$ cat src/rtl/poly_io_sequencer.sv
// poly_io_sequencer
//   Host-side driver for POLY_reg_bank. It takes one valid/ready word stream
//   and writes operands A, B, M and M_prime_0 into the bank, always in that
//   order. On request it drains RES_reg through store_RES_reg_en_o and
//   presents the result as a valid/ready stream.
//
// Ports
//   clock_i, reset_i            clock; synchronous active-high reset
//   load_start_i                pulse that starts an operand load (IDLE only)
//   unload_start_i              pulse that starts a result drain (IDLE only)
//   s_data_i/s_valid_i/s_ready_o   operand input stream
//   m_data_o/m_valid_o/m_ready_i   result output stream, m_last_o on word N*S-1
//   busy_o                      registered, high while not in IDLE
//   load_done_o, unload_done_o  1-cycle completion pulses
//   INPUT_reg_sel_o/_en_o/_din_o   registered bank write port
//   store_RES_reg_en_o          bank RES_reg shift-out enable
//   RES_reg_dout_i              bank RES_reg current LS word
//
// state   | meaning
// IDLE    | waiting for a start pulse
// LOAD_A  | accepting N*S words of A   (sel 00)
// LOAD_B  | accepting N*S words of B   (sel 01)
// LOAD_M  | accepting N*S words of M   (sel 10)
// LOAD_MP | accepting N words of M'_0 (sel 11)
// UNLOAD  | streaming N*S words out of RES_reg
module poly_io_sequencer #(
    parameter int WORD_WIDTH = 17,
    parameter int N          = 5,
    parameter int S          = 4
) (
    input  logic                  clock_i,
    input  logic                  reset_i,
    input  logic                  load_start_i,
    input  logic                  unload_start_i,
    input  logic [WORD_WIDTH-1:0] s_data_i,
    input  logic                  s_valid_i,
    output logic                  s_ready_o,
    output logic [WORD_WIDTH-1:0] m_data_o,
    output logic                  m_valid_o,
    input  logic                  m_ready_i,
    output logic                  m_last_o,
    output logic                  busy_o,
    output logic                  load_done_o,
    output logic                  unload_done_o,
    output logic [1:0]            INPUT_reg_sel_o,
    output logic                  INPUT_reg_en_o,
    output logic [WORD_WIDTH-1:0] INPUT_reg_din_o,
    output logic                  store_RES_reg_en_o,
    input  logic [WORD_WIDTH-1:0] RES_reg_dout_i
);

    localparam int WORDS = N * S;
    localparam int CW    = $clog2(WORDS);

    typedef enum logic [2:0] {
        IDLE, LOAD_A, LOAD_B, LOAD_M, LOAD_MP, UNLOAD
    } state_t;

    state_t          state, state_nxt;
    logic [CW-1:0]   count, count_nxt;
    logic [1:0]      sel_cur;
    logic            sect_last;
    logic            accept;
    logic            xfer;

    assign s_ready_o          = (state == LOAD_A) || (state == LOAD_B) ||
                                (state == LOAD_M) || (state == LOAD_MP);
    assign accept             = s_valid_i & s_ready_o;
    assign m_valid_o          = (state == UNLOAD);
    assign m_data_o           = m_valid_o ? RES_reg_dout_i : '0;
    assign m_last_o           = m_valid_o && (count == CW'(WORDS - 1));
    assign xfer               = m_valid_o & m_ready_i;
    assign store_RES_reg_en_o = xfer;

    always_comb begin
        state_nxt = state;
        count_nxt = count;
        sel_cur   = 2'b00;
        sect_last = 1'b0;
        case (state)
            IDLE: begin
                if (load_start_i)        state_nxt = LOAD_A;
                else if (unload_start_i) state_nxt = UNLOAD;
            end
            LOAD_A: begin
                sel_cur   = 2'b00;
                sect_last = (count == CW'(WORDS - 1));
                if (accept && sect_last) state_nxt = LOAD_B;
            end
            LOAD_B: begin
                sel_cur   = 2'b01;
                sect_last = (count == CW'(WORDS - 1));
                if (accept && sect_last) state_nxt = LOAD_M;
            end
            LOAD_M: begin
                sel_cur   = 2'b10;
                sect_last = (count == CW'(WORDS - 1));
                if (accept && sect_last) state_nxt = LOAD_MP;
            end
            LOAD_MP: begin
                sel_cur   = 2'b11;
                sect_last = (count == CW'(N - 1));
                if (accept && sect_last) state_nxt = IDLE;
            end
            UNLOAD: begin
                if (xfer && m_last_o) state_nxt = IDLE;
            end
            default: state_nxt = IDLE;
        endcase

        // Counter restarts at every section boundary so each section's
        // first word is index 0.
        if (state_nxt != state)  count_nxt = '0;
        else if (accept || xfer) count_nxt = count + 1'b1;
    end

    always_ff @(posedge clock_i) begin
        if (reset_i) begin
            state           <= IDLE;
            count           <= '0;
            busy_o          <= 1'b0;
            INPUT_reg_en_o  <= 1'b0;
            INPUT_reg_din_o <= '0;
            INPUT_reg_sel_o <= 2'b00;
            load_done_o     <= 1'b0;
            unload_done_o   <= 1'b0;
        end else begin
            state           <= state_nxt;
            count           <= count_nxt;
            busy_o          <= (state_nxt != IDLE);
            INPUT_reg_en_o  <= accept;
            INPUT_reg_din_o <= accept ? s_data_i : '0;
            INPUT_reg_sel_o <= accept ? sel_cur : 2'b00;
            // Lines up with the bank write of the final M'_0 word.
            load_done_o     <= accept && (state == LOAD_MP) && sect_last;
            unload_done_o   <= xfer && m_last_o;
        end
    end

endmodule

$ cat config.mk
export PLATFORM = sky130hd
export DESIGN_NAME = poly_io_sequencer
export DESIGN_NICKNAME = d
export VERILOG_FILES = /design/src/rtl/poly_io_sequencer.sv
export SDC_FILE = /design/constraint.sdc
export NUM_CORES = 1
export LEC_CHECK = 0
export ABC_AREA = 1
export BUFFER_PORTS_ARGS = -buffer_cell sky130_fd_sc_hd__buf_2
export CORE_MARGIN = 1.5
export CORE_UTILIZATION = 45
export CTS_BUF_LIST = sky130_fd_sc_hd__clkbuf_2 sky130_fd_sc_hd__clkbuf_4 sky130_fd_sc_hd__clkbuf_8
export DETAILED_ROUTE_END_ITERATION = 8
export GPL_TIMING_DRIVEN = 0
export PLACE_DENSITY = 0.89
export SYNTH_ARGS = -nofsm -noshare
export SYNTH_HDL_FRONTEND = slang
export SYNTH_SLANG_ARGS = --single-unit
$ cat constraint.sdc
create_clock -name clock_i -period 1.6 [get_ports clock_i]
set_input_delay 0.48 -clock clock_i [delete_from_list [all_inputs] [get_ports clock_i]]
set_output_delay 0.48 -clock clock_i [all_outputs]
set_load 0.01 [all_outputs]
==> reports/metrics.yaml <==
timing:
  setup_violations: 28
  rsz0062_at_grt: "yes"
  finalMaxSlewViolations: 0
  tns_ns: -4.32
  hold_slack_ns: 0.347
  slew_headroom_pct: 82.6
  fin_crit_ns: 1.83
  fmax_mhz: 547
  finalCritPeriodShare_pct: 114
  tightest_slew_ns: 0.261
  fin_ws_ns: -0.230
  hold_viol: 0
  fin_worst_skew_ns: 0.0102
placed_design:
  place_congestion: 0.862
  place_area_mm2: 0.00196
  place.port_buffers: 83
  dpl.hpwl_um: 2500
cells_and_area:
  final_nets: 352
  syn_to_final_growth_pct: 66.8
  multi_input_area_um2: 800
  seq_area_um2: 632
  fin_area_mm2: 0.00249
  fill_cells: 171
  antennaDiodeCount: 0
  drive_gt1_share_pct: 55.9
grt:
  grt_overflow: 0
  antenna_found_initial: 0
  grtUsageTotal_pct: 21.7
  grt_pass1_wl_um: 5820
  grt_pass1_vias: 1403
  grt_max_degree: 11
floorplan:
  start_util_pct: 48.0
  dieArea_mm2: 0.00367
  core.rowCount: 20
  fp.dieW_um: 60.5
  io_pins: 84
  fp.coreArea_mm2: 0.00310
  fp.dieH_um: 60.5
yosys:
  yosys.area.top_type: "dfxtp_1"
  yosys-top-cells-area: "dfxtp_1, inv_1, nor2_1"
  ys_seq_area_share_pct: 41.6
  syn_nets: 245
  synth_top_area_share_pct: 41.6
  synth_area_per_cell_um2: 7.34
  netlist_instances: 203
  ys_warn_count: 0
  synth_cell_type_count: 27
  postSynthRegisterBits: 31
  syn-cell-area_mm2: 0.00149
routing:
  via_per_inst: 4.76
  ant_nets: 0
  vias: 1690
  wl_per_cell_um: 14.9
  wl_um: 5280
  first_pass_iters: 4
  drc_errors: 0
  first_iter_violations: 124
pwr:
  ir_drop_uv: 754
  p_per_area_mw_per_mm2: 871
  p_leak_nw: 1.38
worst_setup_path:
  slowest_delay_ns: 0.34
  end_kind: "output port"
  critPathKind: "register to output port"
  timing.critical_path.buf_inv: 4
  critPathMaxFanout: 6
  cpLargestDelayFamily: "buffers and inverters"
  start_kind: "register"
  crit_slowest_cell: "dfxtp_2"
  crit_chain: "inv_2 > nand3_2 > buf_6 > buf_6 > nor2_1 > buf_2"
  crit_top_cell: "buf_6"
  cp.arrival_ns: 1.35
  worst_ep_required_time_ns: 1.12
job:
  drv_cap: 0
clock_tree:
  cts-htree-levels: 2
  worstSkewPairLatency_ns: 0.33
  cts_tree: "done"
  clkSinkCount: 31
  numCtsBuffers: 5
  cts_max_path_buffers: 2
  clk_pin_slew_ns: 0.10
  cts_root_buf: "clkbuf_4"
  hold_buffers: 0
hold_path:
  hp-class: "input port to register"
outcome:
  failed_checks: "setup timing"
  outcome: "finished with violations"
final timing paths:
check	start	depth (start not counted)	slack [ns]	to
min reg2reg	count[3]$_SDFFE_PP0P_	4	0.62	count[3]$_SDFFE_PP0P_
min	s_data_i[6]	3	0.35	INPUT_reg_din_o[6]$_SDFF_PP0_
max reg2reg	count[1]$_SDFFE_PP0P_	12	-0.21	count[0]$_SDFFE_PP0P_
max	state[1]$_SDFF_PP0_	6	-0.23	m_data_o[3]
routing by layer:
| metal | GRT usage, % | vias to the layer above | part of all wire (%) |
|---|---|---|---|
| li1 | - | 807 | - |
| met5 | 0 | - | 0 |
| met3 | 4.48 | 23 | 6.0 |
| met1 | 23.7 | 774 | 38 |
| met4 | 12.7 | 0 | 3.7 |
| met2 | 38.8 | 86 | 52 |
area by class of cell:
| cell class | instances | share of cell area, % |
|---|---|---|
| clock buffers | 6 | 1.81 |
| inverters | 60 | 9.46 |
| flip-flops and latches | 31 | 25.4 |
| clock inverters | 2 | 2.42 |
| plain buffers | 3 | 1.51 |
| well taps | 44 | 2.21 |
| multi-input cells | 109 | 32.2 |
| repair buffers | 100 | 25.0 |
state kept, by name, indices dropped and copies added (netlist names):
signal and count:
INPUT_reg_en_o 1, unload_done_o 1, busy_o 1, count 5, state 3, load_done_o 1, INPUT_reg_din_o 17, INPUT_reg_sel_o 2
cells in the mapped netlist (all sizes together):
master,count
buf,2
ha,2
dfxtp,31
or2,2
o21a,1
a21oi,3
and3,1
nand4,6
clkbuf,1
nand3b,1
inv,60
nor2,42
o21bai,1
nand3,10
o21ai,3
nand2,24
nor3,8
xor2,4
a31oi,1
where the power goes:
group / internal (mW) / switching, mW
Sequential: 0.807 / 0.0147
Combinational: 0.233 / 0.332
Clock: 0.505 / 0.275
Total: 1.54 / 0.621
cells in the final DEF, fill, tap and decap left out, types with 4 or more instances in the layout:
master,Yosys,layout
nand2_1,20,9
nor2_1,41,26
xor2_1,4,4
nor3_2,5,4
nand2_2,3,8
nor2_4,0,8
buf_2,0,74
inv_2,7,7
clkbuf_4,0,6
buf_6,2,15
nand4_1,5,5
nor2_2,1,8
nand3_4,2,4
nand2_4,1,7
inv_1,53,50
dfxtp_1,31,26
buf_4,0,12
cells by family (layout without fill, tap and decap cells):
group / after synthesis / count (layout) / share of synthesized area [%]
flip-flops: 31 / 31 / 41.6
buffers and inverters: 63 / 171 / 16.9
AO/OA/AOI/OAI: 9 / 9 / 4.20
adder cells (fa/ha/maj): 2 / 2 / 1.68
XOR/XNOR: 4 / 4 / 2.35
AND/OR/NAND/NOR: 94 / 94 / 33.2
stage by stage:
step	std cells	worst slack, ns	utilization, %	total power [mW]
2_1_floorplan	203	0.0808	-	1.07
3_3_place_gp	330	-0.0621	63.2	1.19
3_5_place_dp	330	-0.0884	63.2	1.19
4_1_cts	351	-0.170	72.6	2.04
5_1_grt	355	-0.316	80.1	2.25
6_report	355	-0.230	80.1	2.17
what timing repair did:
action / in CTS / in global routing
endpoints found under the hold margin: 0 / 0
pin swaps: 5 / 12
endpoints found under the setup margin: 26 / 36
cloned: 1 / 0
gates resized for setup: 29 / 53
buffers inserted: 12 / 5
worst reg2reg max path, stage by stage (launching register included):
cell and delay, ns:
dfxtp_2 0.36, ha_4 0.16, nand2_4 0.06, inv_2 0.06
nand2_2 0.06, buf_6 0.13, o21bai_4 0.17, nand2_2 0.11
inv_2 0.08, nand3_2 0.11, nand2_2 0.11, nand3_4 0.13
nor3_4 0.20
Note: power is estimated with default switching activity, not from simulation.
